--- config.mk ---
export PLATFORM = sky130hd
export DESIGN_NAME = bus_demux
export DESIGN_NICKNAME = d
export VERILOG_FILES = /design/src/rtl/bus_demux.sv
export SDC_FILE = /design/constraint.sdc
export NUM_CORES = 1
export LEC_CHECK = 0
export ABC_AREA = 1
export CAP_MARGIN = 20
export CORE_AREA = 4 4 175 177
export DETAILED_ROUTE_END_ITERATION = 16
export DIE_AREA = 0 0 179 181
export PLACE_DENSITY = 0.64
export SYNTH_ARGS = -nofsm -noshare
export SYNTH_HDL_FRONTEND = slang
export SYNTH_SLANG_ARGS = --single-unit
--- constraint.sdc ---
create_clock -name clk -period 5.4 [get_ports clk]
set_input_delay 1.08 -clock clk [delete_from_list [all_inputs] [get_ports clk]]
set_output_delay 1.08 -clock clk [all_outputs]
set_load 0.01 [all_outputs]
--- src/rtl/bus_demux.sv ---
// bus_demux: registered 1-to-8 load/store demultiplexer.
//
// One core-side request is latched in IDLE. It is presented to exactly one target
// (one-hot tgt_valid) during ISSUE. The selected target's completion, or a timeout,
// produces a single-cycle response pulse in RESP.
//
// Ports:
//   clk, reset         rising-edge clock, asynchronous active-high reset
//   req_valid/ready    core request handshake
//   req_sel            target index 0..7
//   req_we/addr/wdata/wstrb
//                      request attributes, latched on accept
//   rsp_valid          one-cycle response pulse
//   rsp_rdata/err      response data/error, held until the next response
//   tgt_valid          one-hot request to target i
//   tgt_we/addr/wdata/wstrb
//                      shared, registered copies of the latched request
//   tgt_ready          per-target completion
//   tgt_rdata          flattened read data, target i at [i*DATA_W +: DATA_W]
module bus_demux #(
  parameter int DATA_W  = 32,
  parameter int TIMEOUT = 15
) (
  input  logic                clk,
  input  logic                reset,
  input  logic                req_valid,
  output logic                req_ready,
  input  logic [2:0]          req_sel,
  input  logic                req_we,
  input  logic [DATA_W-1:0]   req_addr,
  input  logic [DATA_W-1:0]   req_wdata,
  input  logic [3:0]          req_wstrb,
  output logic                rsp_valid,
  output logic [DATA_W-1:0]   rsp_rdata,
  output logic                rsp_err,
  output logic [7:0]          tgt_valid,
  output logic                tgt_we,
  output logic [DATA_W-1:0]   tgt_addr,
  output logic [DATA_W-1:0]   tgt_wdata,
  output logic [3:0]          tgt_wstrb,
  input  logic [7:0]          tgt_ready,
  input  logic [8*DATA_W-1:0] tgt_rdata
);

  // At least one bit so that TIMEOUT=0 (timeout disabled) still elaborates.
  localparam int CntW = (TIMEOUT < 1) ? 1 : $clog2(TIMEOUT + 1);
  localparam logic [CntW-1:0] CntMax = CntW'(TIMEOUT - 1);

  typedef enum logic [1:0] {StIdle, StIssue, StResp} state_e;

  state_e          state;
  logic [2:0]      sel_q;
  logic [CntW-1:0] cnt_q;

  always_ff @(posedge clk or posedge reset) begin
    if (reset) begin
      state     <= StIdle;
      sel_q     <= '0;
      cnt_q     <= '0;
      req_ready <= 1'b0;
      rsp_valid <= 1'b0;
      rsp_rdata <= '0;
      rsp_err   <= 1'b0;
      tgt_valid <= '0;
      tgt_we    <= 1'b0;
      tgt_addr  <= '0;
      tgt_wdata <= '0;
      tgt_wstrb <= '0;
    end else begin
      rsp_valid <= 1'b0;
      unique case (state)
        StIdle: begin
          // req_ready is registered; it stays low in the first cycle after reset release.
          if (req_valid && req_ready) begin
            sel_q     <= req_sel;
            tgt_we    <= req_we;
            tgt_addr  <= req_addr;
            tgt_wdata <= req_wdata;
            tgt_wstrb <= req_wstrb;
            cnt_q     <= '0;
            tgt_valid <= 8'b1 << req_sel;
            req_ready <= 1'b0;
            state     <= StIssue;
          end else begin
            req_ready <= 1'b1;
          end
        end
        StIssue: begin
          // Ready is checked first, so it wins over a timeout expiring in the same cycle.
          if (tgt_ready[sel_q]) begin
            rsp_rdata <= tgt_we ? '0 : tgt_rdata[sel_q*DATA_W +: DATA_W];
            rsp_err   <= 1'b0;
            rsp_valid <= 1'b1;
            tgt_valid <= '0;
            state     <= StResp;
          end else if (TIMEOUT != 0 && cnt_q == CntMax) begin
            rsp_rdata <= '0;
            rsp_err   <= 1'b1;
            rsp_valid <= 1'b1;
            tgt_valid <= '0;
            state     <= StResp;
          end else if (TIMEOUT != 0) begin
            cnt_q <= cnt_q + 1'b1;
          end
        end
        StResp: begin
          req_ready <= 1'b1;
          state     <= StIdle;
        end
        default: begin
          tgt_valid <= '0;
          req_ready <= 1'b0;
          state     <= StIdle;
        end
      endcase
    end
  end

endmodule
==> impl_metrics.toml <==
[clock_network]
cts.clk_slew.worst_paths_ps = 60
worstSkewPairLatency_ps = 410
cts_buffer_depth = 2
cts_tree = "done"
cts_made_buffers = 17
cts_hold_buf = 0
root_buffer = "clkbuf_16"
cts_max_level = 4
cts_setup_buffers = 0
cts.sinks = 121
postCtsResizedCells = 0

[timing]
max_slew_margin_pct = 40.0
drv_slew = 0
fin_skew_ps = 12.1
tightest_slew_ps = 900
whs_ps = 477
setup_viol = 0
fin_crit_ps = 2680
min_period_over_period_pct = 49.7
layout_setup_ws_ps = 2720
hold_viol = 0
rsz0062_at_grt = "false"
max_freq_ghz = 0.373
tns_ps = 0

[pwr]
power.density_nw_per_um2 = 507
p_leak_nw = 5.31
ir_drop_v = 0.000395

[floorplanning]
die_h_microns = 181
num_io_pins = 451
core_sq_um = 29200
rows = 63
start_util_pct = 24.7
die_x_microns = 179
dieArea_sq_um = 32400

[layout]
area_growth_pct = 74.0
multiInputGateArea_sq_um = 3740
fillers = 2902
layout.cells.non_filler = 1741
regArea_sq_um = 3030
nets = 1677
drive_above_1_share_pct = 9.86
post-route-cell-area_sq_um = 12600

[job]
drv_cap = 0

[setup_path]
reg2reg_depth = 9
crit_chain = "buf_4, nand2_1, nand3_1, nand3_2, nand2_4, nand3_4, nand2_2, nand2_1, nand2_1"
crit_start = "sel_q[0]"
slowest_stage = "buf_4"
end_kind = "flip-flop"
cp_common_cell = "nand2_1"
worst_setup_path_endpoint = "tgt_valid[7]"
worstPathArrival_ps = 3020
r2r-start = "sel_q[0]"
rr_endpoint = "tgt_valid[7]"
required_ps = 5740
crit_path_start_kind = "flip-flop"
cpPeakStageDelay_ps = 760
crit_type = "flip-flop to flip-flop"
rrSetupSlack_ps = 2720
path_max_fanout = 93

[routing]
drt-pass1-iter-count = 4
drt_iter0_markers = 358
drc = 0
detail-route-antenna-nets = 0
wl_per_cell_microns = 17.7
vias_per_cell = 4.55
drt-total-wl_mm = 30.9
num_vias = 7921

[hold_path]
hold_class = "flip-flop to flip-flop"

[logic_synthesis]
syn_inst = 925
yosysUniqueCellTypes = 32
synth.avg_cell_area_sq_um = 7.82
ys_warn_count = 0
synth_fp_nets = 1266
ys_seq_area_share_pct = 41.9
synth.cell_area_sq_um = 7230
ys_ff_latch = 121

[global_routing]
grt_pass1_vias = 7947
grt_use_total_pct = 17.8
grt_max_degree = 94
antenna_found_initial = 3
grt_overflow = 0
grt_first_pass_wirelength_mm = 45.3

[placement]
placed_cell_area_sq_um = 12000
gp_congestion = 0.842
dp_cells = 1707
place_hpwl_mm = 23.4
place_ws_ps = 2530
io_buffers = 450

[status]
outcome = "finished, final reports clean"
## routing by layer
| metal | share of wire, % | vias to the layer above | wire, microns | global-route usage [%] |
|---|---|---|---|---|
| met5 | 0 | - | 0 | 0 |
| met4 | 1.4 | 0 | 429 | 4.61 |
| met2 | 46 | 327 | 14300 | 29.3 |
| li1 | - | 3897 | - | - |
| met3 | 9.9 | 24 | 3050 | 5.92 |
| met1 | 42 | 3673 | 13000 | 22.5 |
## critical path: cells and delay by family (launching register included)
family	cells	cell delay [ps]
AND/OR/NAND/NOR	8	1060
buffers and inverters	1	760
flip-flops	1	700
## flip-flops by register name (all words and copies together) (netlist names)
| name | count |
|---|---|
| rsp_rdata | 32 |
| tgt_wstrb | 4 |
| tgt_valid | 8 |
| sel_q | 3 |
| tgt_we | 1 |
| tgt_addr | 32 |
| rsp_err | 1 |
| tgt_wdata | 32 |
| cnt_q | 4 |
| req_ready | 1 |
| state | 2 |
| rsp_valid | 1 |
## kinds of logic after synthesis
family                   Yosys count  synth area share (%)
XOR/XNOR                           2                 0.242
multiplexers                      68                  10.6
buffers and inverters             91                  6.61
AND/OR/NAND/NOR                  442                  25.4
flip-flops                       121                  41.9
adder cells (fa/ha/maj)            2                 0.346
AO/OA/AOI/OAI                    199                  15.0
## synth_stat cells, drive strengths merged
cell type / n / area share [%]
nor2: 209 / 11
nand2: 190 / 11
o21ai: 150 / 10
dfrtp: 121 / 42
mux2: 68 / 11
buf: 39 / 3.8
nand3: 39 / 3.4
o22ai: 31 / 2.7
clkbuf: 29 / 1.5
inv: 22 / 1.2
o211ai: 16 / 1.7
nand4: 4 / 0.35
a21oi: 2 / 0.29
ha: 2 / 0.35
clkinv: 1 / 0.052
xnor2: 1 / 0.12
xor2: 1 / 0.12
## cell usage in the layout, fill, tap and decap left out, types with 5 or more instances in the layout
cell             Yosys  routed
o21ai_0            146     146
nor2_1             207     207
clkbuf_16            0      17
mux2_2              63      63
mux2_1               5       5
clkdlybuf4s50_1      0     450
dfrtp_1            121     118
inv_1               20      19
nand3_1             33      32
nand2_1            178     178
inv_6                0       5
o22ai_1             31      31
nand2_2              9       9
o211ai_1            16      16
buf_4                6       9
## worst min path at each step
stage | start | end | slack, ps | cells after the start
after global routing | tgt_valid[0] | tgt_valid[0] | 500 | 2
after floorplan | tgt_valid[0] | tgt_valid[0] | 510 | 2
after detailed placement | tgt_valid[0] | tgt_valid[0] | 460 | 2
after global placement | tgt_valid[1] | tgt_valid[1] | 460 | 2
after CTS | tgt_valid[0] | tgt_valid[0] | 480 | 2
final | rsp_rdata[8] | rsp_rdata[8] | 480 | 2
## report_power, final
| part | switching (mW) | internal, mW |
|---|---|---|
| combinational | 1.91 | 1.66 |
| sequential | 0.290 | 1.32 |
| clock | 0.453 | 0.750 |
## layout make-up
class	count	share of cell area, %
Clock buffer	18	3.49
Sequential cell	121	24.1
Tap cell	390	3.88
Timing Repair Buffer	460	36.5
Inverter	23	0.746
Clock inverter	14	1.47
Multi-Input combinational cell	713	29.7
Antenna cell	2	0.0398
## through the flow
step                power, mW  utilization (%)
detailed placement       5.23             40.9
CTS                      6.49             43.0
floorplan                3.64                -
finish                   6.38             43.0
global placement         5.19             40.8
global route             6.88             43.0
Note: power is estimated with default switching activity, not from simulation.
